[src/rtl/fifo_sync_param.sv]
// Parametrised single-clock FIFO with occupancy count, almost-full/almost-empty
// thresholds and sticky error flags. Define FIFO_FWFT_EN for first-word-fall-through reads.
module fifo_sync_param #(
  parameter int WIDTH         = 8,
  parameter int DEPTH         = 16,
  parameter int AFULL_THRESH  = 14,
  parameter int AEMPTY_THRESH = 2
) (
  input  logic                     clk,
  input  logic                     rst,
  input  logic                     wr_en,
  input  logic [WIDTH-1:0]         data_in,
  output logic                     full,
  output logic                     almost_full,
  input  logic                     rd_en,
  output logic [WIDTH-1:0]         data_out,
  output logic                     empty,
  output logic                     almost_empty,
  output logic [$clog2(DEPTH):0]   count,
  output logic                     overflow,
  output logic                     underflow
);

  localparam int AW = $clog2(DEPTH);
  localparam int CW = AW + 1;
  localparam logic [CW-1:0] DEPTH_C  = CW'(DEPTH);
  localparam logic [CW-1:0] AFULL_C  = CW'(AFULL_THRESH);
  localparam logic [CW-1:0] AEMPTY_C = CW'(AEMPTY_THRESH);

  if (DEPTH < 2 || (DEPTH & (DEPTH - 1)) != 0) begin : g_bad_depth
    $error("fifo_sync_param: DEPTH must be a power of two >= 2");
  end
  if (AFULL_THRESH < 1 || AFULL_THRESH > DEPTH) begin : g_bad_afull
    $error("fifo_sync_param: AFULL_THRESH must lie in 1..DEPTH");
  end
  if (AEMPTY_THRESH < 0 || AEMPTY_THRESH > DEPTH - 1) begin : g_bad_aempty
    $error("fifo_sync_param: AEMPTY_THRESH must lie in 0..DEPTH-1");
  end

  logic [WIDTH-1:0] mem [DEPTH];
  logic [AW-1:0]    wr_ptr;
  logic [AW-1:0]    rd_ptr;
  logic [WIDTH-1:0] dout_q;
  logic [CW-1:0]    count_nxt;
  logic             wr_acc;
  logic             rd_acc;

  // Accept decisions use the registered flags, so a full FIFO still pops and an
  // empty FIFO still pushes when both requests arrive together.
  assign wr_acc = wr_en & ~full;
  assign rd_acc = rd_en & ~empty;

  always_comb begin
    count_nxt = count;
    case ({wr_acc, rd_acc})
      2'b10:   count_nxt = count + CW'(1);
      2'b01:   count_nxt = count - CW'(1);
      default: count_nxt = count;
    endcase
  end

  // Storage carries no reset; unread contents are unreachable after rst anyway.
  always_ff @(posedge clk) begin
    if (wr_acc && !rst) begin
      mem[wr_ptr] <= data_in;
    end
  end

  always_ff @(posedge clk) begin
    if (rst) begin
      wr_ptr       <= '0;
      rd_ptr       <= '0;
      count        <= '0;
      full         <= 1'b0;
      almost_full  <= 1'b0;
      empty        <= 1'b1;
      almost_empty <= 1'b1;
      overflow     <= 1'b0;
      underflow    <= 1'b0;
      dout_q       <= '0;
    end else begin
      if (wr_acc) begin
        wr_ptr <= wr_ptr + AW'(1);
      end
      if (rd_acc) begin
        rd_ptr <= rd_ptr + AW'(1);
        dout_q <= mem[rd_ptr];
      end
      if (wr_en && full) begin
        overflow <= 1'b1;
      end
      if (rd_en && empty) begin
        underflow <= 1'b1;
      end
      count        <= count_nxt;
      full         <= (count_nxt == DEPTH_C);
      almost_full  <= (count_nxt >= AFULL_C);
      empty        <= (count_nxt == '0);
      almost_empty <= (count_nxt <= AEMPTY_C);
    end
  end

`ifdef FIFO_FWFT_EN
  // Head word is shown directly; dout_q keeps the last popped word for the empty case.
  assign data_out = empty ? dout_q : mem[rd_ptr];
`else
  assign data_out = dout_q;
`endif

endmodule
[config.mk]
export PLATFORM = sky130hd
export DESIGN_NAME = fifo_sync_param
export DESIGN_NICKNAME = d
export VERILOG_FILES = /design/src/rtl/fifo_sync_param.sv
export SDC_FILE = /design/constraint.sdc
export NUM_CORES = 1
export LEC_CHECK = 0
export CAP_MARGIN = 40
export CORE_UTILIZATION = 60
export DETAILED_ROUTE_END_ITERATION = 16
export DONT_BUFFER_PORTS = 1
export PLACE_DENSITY = 0.81
export SETUP_SLACK_MARGIN = 0.05
export SYNTH_ARGS = -nofsm -noshare
export SYNTH_HDL_FRONTEND = slang
export SYNTH_SLANG_ARGS = --single-unit
[constraint.sdc]
create_clock -name clk -period 6.2 [get_ports clk]
set_input_delay 1.24 -clock clk [delete_from_list [all_inputs] [get_ports clk]]
set_output_delay 1.24 -clock clk [all_outputs]
set_load 0.01 [all_outputs]
# Word level (Yosys, flattened, before mapping)

Memory sizes are Yosys's and may differ from the RTL's. A register that Yosys moved wholly into a read port is not among the register bits.
Index checks and enable logic that the tools add are counted.

Memories kept: 1
Logic and storage cells: 31
Register bits: 19
RAM bits: 128
Bits of input ports: 12
Output and inout bits: 19

Memories:

| memory | words | bits a word | read ports | clocked after Yosys merged registers in | wr ports | line | text |
|---|---|---|---|---|---|---|---|
| mem    | 16    | 8           | 1          | 1                                       | 1        | 40   | `logic [WIDTH-1:0] mem [DEPTH];` |

Reductions and logical operators: 5
Magnitude comparators: 2
Add/subtract/negate cells: 4
Equal/unequal tests: 3
Muxes and demuxes: 3
Bitwise gates (word level): 4

Operators by type and width:

| operator            | number |
|---|---|
| $pmux 5 s2          | 1 |
| $add 4x1->4 const B | 2 |
| $add 5x1->5 const B | 1 |
| $eq 5x5->1 const B  | 1 |
| $ge 5x4->1 const B  | 1 |
| $le 5x2->1 const B  | 1 |
| $logic_not 5->1     | 1 |
| $sub 5x1->5 const B | 1 |
| $logic_and 1x1->1   | 3 |
| $and 1x1->1         | 2 |
| $eq 2x1->1 const B  | 1 |
| $eq 2x2->1 const B  | 1 |
| $mux 1              | 2 |
| $not 1->1           | 2 |
| $logic_not 1->1     | 1 |

# Depth between registers and ports, before layout

Depth after elaboration: 5
Gate-level depth with buffers: 11
Gate-level depth less buffers: 10

# Least setup slack after synthesis

No wires, ideal clock.

Kind: input to register
From: in wr_en
To: reg almost_empty
Library setup time: 116 ps
Arrival: 3032 ps
Required time: 6084 ps
Stages on the path: 11
Path slack: 3051 ps
Buffers on the path: 1
Path through: nor2b_4 > buf_6 > clkinv_8 > nand2_4 > xnor2_1 > ha_1 > a21oi_1 > a21boi_0 > or2_2 > a221o_1 > a41o_2

Longest elaborated chain between the ends: 4
Elaborated cells on any way between the ends: 5
Those cells by class: 1 x order compare; 2 x eq/ne; 1 x mux; 1 x bitwise

RTL lines:

| what                                     | line | text |
|---|---|---|
| start: declaration                       | 11   | `input logic wr_en,` |
| $and 1x1->1 (*)                          | 50   | `assign wr_acc = wr_en & ~full;` |
| $eq 2x1->1 or $eq 2x2->1 (tied branches) | 55   | `case ({wr_acc, rd_acc})` |
| $pmux 5 s2 (*)                           | 55   |  |
| $le 5x2->1 (*)                           | 99   | `almost_empty <= (count_nxt <= AEMPTY_C);` |
| end signal: assignment                   | 99   |  |
| end: declaration                         | 18   | `output logic almost_empty,` |

Every way passes the cells marked *; elsewhere a longest branch is shown, timed or not.
A chain may end at the register's enable or synchronous reset.

# Final worst setup path

Ends and elaborated chain as after synthesis.

==> out/results.txt <==
status -> finished clean
relative slew slack -> 44.68%
Die Ht -> 104.1 um
Worst R2R Path Depth -> 10
WHS Path Cells -> 2
synth cell count leaders -> 128 x edfxtp_1, 36 x nor2_1, 32 x mux4_2
H-tree levels -> 4
largest net degree at the start of global routing -> 36
RSZ-0062 raised after global routing -> false
fin nets -> 384
Hold Worst Slack -> 524.6 ps
grt met3 use -> 7.268%
PwrDens -> 380.1 nW/um^2
most frequent cell after synthesis -> edfxtp_1
post-cts sizing count -> 0
DRT antenna net count -> 0
f_max -> 0.3418 GHz
Tightest Hold Check Type -> reg -> reg
DRC Markers -> 0
DRT Pass-1 Iters -> 5
Total Wirelength -> 12340 um
DR vias -> 3283
Starting Density -> 62.80%
Die ar. -> 10830 um^2
Bufs on Longest Clock Path -> 2
Final Power -> 2.613 mW
gr usage total -> 24.46%
number of port buffers -> 0
post-CTS setup buffers -> 0
latest clock arrival within the worst-skew pair -> 530 ps
Clock Sinks -> 155
Multi-input gate area -> 1668 um^2
GRT met2 Usage -> 36.62%
met1 usage -> 34.28%
CP Class -> in -> reg
final setup violating endpoints -> 0
post-detail-place hpwl -> 7658 um
Routability Congestion -> 0.8745
ant diodes -> 0
Max Fanout on Critical Path -> 9
Synth cell types -> 47
Core ar. -> 9955 um^2
Post-synth EDFFs -> 128
CTS tree -> built
cts-stage hold buffer count -> 0
drt via density -> 6.450
max-cap check violation count -> 0
CP Launch Type -> input pin
share of post-route cells with drive strength above 1 -> 21.01%
CP Capture Type -> flip-flop
DIE WIDTH -> 104.1 um
initial antenna violation count -> 0
final setup TNS -> 0 ps
Syn Nets -> 381
Worst Clk Skew -> 7.562 ps
clk slew on worst S/H paths -> 60 ps
Root Buffer -> clkbuf_8
largest cells by area after synthesis -> edfxtp_1 61%, mux4_2 12%, dfxtp_1 8.6%
synth-to-layout area growth -> 9.968%
Synth top area share -> 61.49%
Layout fillers -> 601
Post-Synthesis Cell Area -> 6251 um^2
Critical Path AT -> 3350 ps
vias in the first global route -> 3270
first-pass GRT wire length -> 18900 um
Register Area -> 4385 um^2
Top FF cell, synth -> edfxtp_1
gr busiest metal -> met2
average cell area after synthesis -> 17.27 um^2
DR iter-0 viols -> 317
Post-Syn Instances -> 362
post-synth top area cell -> edfxtp_1
synth warn -> 0
Final Cycle Share -> 47.18%
Final min period -> 2925 ps
FF+latch count, synth -> 155
global route total overflow -> 0
maximum vdd drop -> 0.2800 mV
worst slew pin tran -> 826.8 ps
Pleak -> 2.217 nW
Pins Over Slew Limit -> 0
CP required -> 6620 ps
final hold vios -> 0
Async S/R FF share, synth -> 0%
Seq/Total Area, Yosys -> 70.14%
io pins -> 31
TritonCTS buffer count -> 17
wire per inst -> 24.24 um
cell row count -> 36
==> cells by family (layout without fill, tap and decap cells) <==
group           Yosys count  count (layout)  share of synthesized area, %
flops                   155             155                         70.14
compound gates           52              52                         5.825
fa+ha+maj                 7               7                         1.401
xor+xnor                 12              12                         2.022
buf+inv                  30              44                         3.182
mux                      33              33                         11.69
simple gates             73              73                         5.745
==> per-layer routing <==
layer | share of wire [%] | vias up
met4 | 1.6 | 0
met5 | 0 | -
li1 | - | 1415
met2 | 49 | 182
met3 | 7.9 | 16
met1 | 42 | 1670
==> cell type report <==
type | instances | area share (%)
clock buffer | 19 | 6.134
sequential | 155 | 63.80
clock inverter | 11 | 2.148
inverter | 8 | 0.7281
timing repair buffer | 6 | 0.5096
tap | 133 | 2.421
multi-input combinational | 177 | 24.26
==> report_power, final <==
part	switching [mW]	internal, mW
Sequential	0.0612	1.17
Combinational	0.201	0.180
Clock	0.392	0.608
Total	0.654	1.96
==> critical path, cell delays in order <==
cell and delay (ps):
nor2b_4 320, clkinv_8 110, nand2_4 110, xnor2_1 130, ha_1 260, a21oi_1 100, a21boi_0 180, or2_2 330
a221o_1 300, a41o_2 260
==> state kept, by name (all words and copies together) (netlist names) <==
name / cells
wr_ptr: 4
mem: 128
count: 5
underflow: 1
empty: 1
overflow: 1
data_out: 8
full: 1
rd_ptr: 4
almost_full: 1
almost_empty: 1
==> through the flow <==
stage,util (%),area (um^2),setup slack (ps),cells
2_1_floorplan,-,6251,3051,362
3_3_place_gp,63.13,6285,2809,475
3_5_place_dp,63.34,6305,2748,479
4_1_cts,69.05,6874,3311,509
5_1_grt,69.05,6874,3063,509
6_report,69.05,6874,3275,509
==> final timing paths <==
kind,startpoint,endpoint,slack [ps]
worst min register to register,wr_ptr[1]$_SDFFE_PP0P_,wr_ptr[1]$_SDFFE_PP0P_,520
worst max-delay path,wr_en,almost_empty$_SDFF_PP1_,3270
worst min-delay path,wr_ptr[1]$_SDFFE_PP0P_,wr_ptr[1]$_SDFFE_PP0P_,520
worst max register to register,empty$_SDFF_PP1_,almost_empty$_SDFF_PP1_,3590
==> placed cells by master, fill, tap and decap left out, types with 2 or more instances in the layout <==
cell / n
xnor2_1: 5
nor2_1: 36
nor2b_1: 3
xor2_1: 5
dfxtp_1: 26
ha_1: 7
bufinv_16: 3
clkbuf_1: 2
clkbuf_16: 16
edfxtp_1: 128
a21oi_1: 23
clkinv_4: 3
o22ai_1: 2
nand2_1: 13
nand4_1: 2
clkinv_1: 2
buf_2: 4
nor3_1: 7
buf_4: 2
mux4_2: 32
inv_1: 6
a22oi_1: 16
nand2b_1: 2
clkinvlp_4: 2
or2_2: 2
Note: power is estimated with default switching activity, not from simulation.
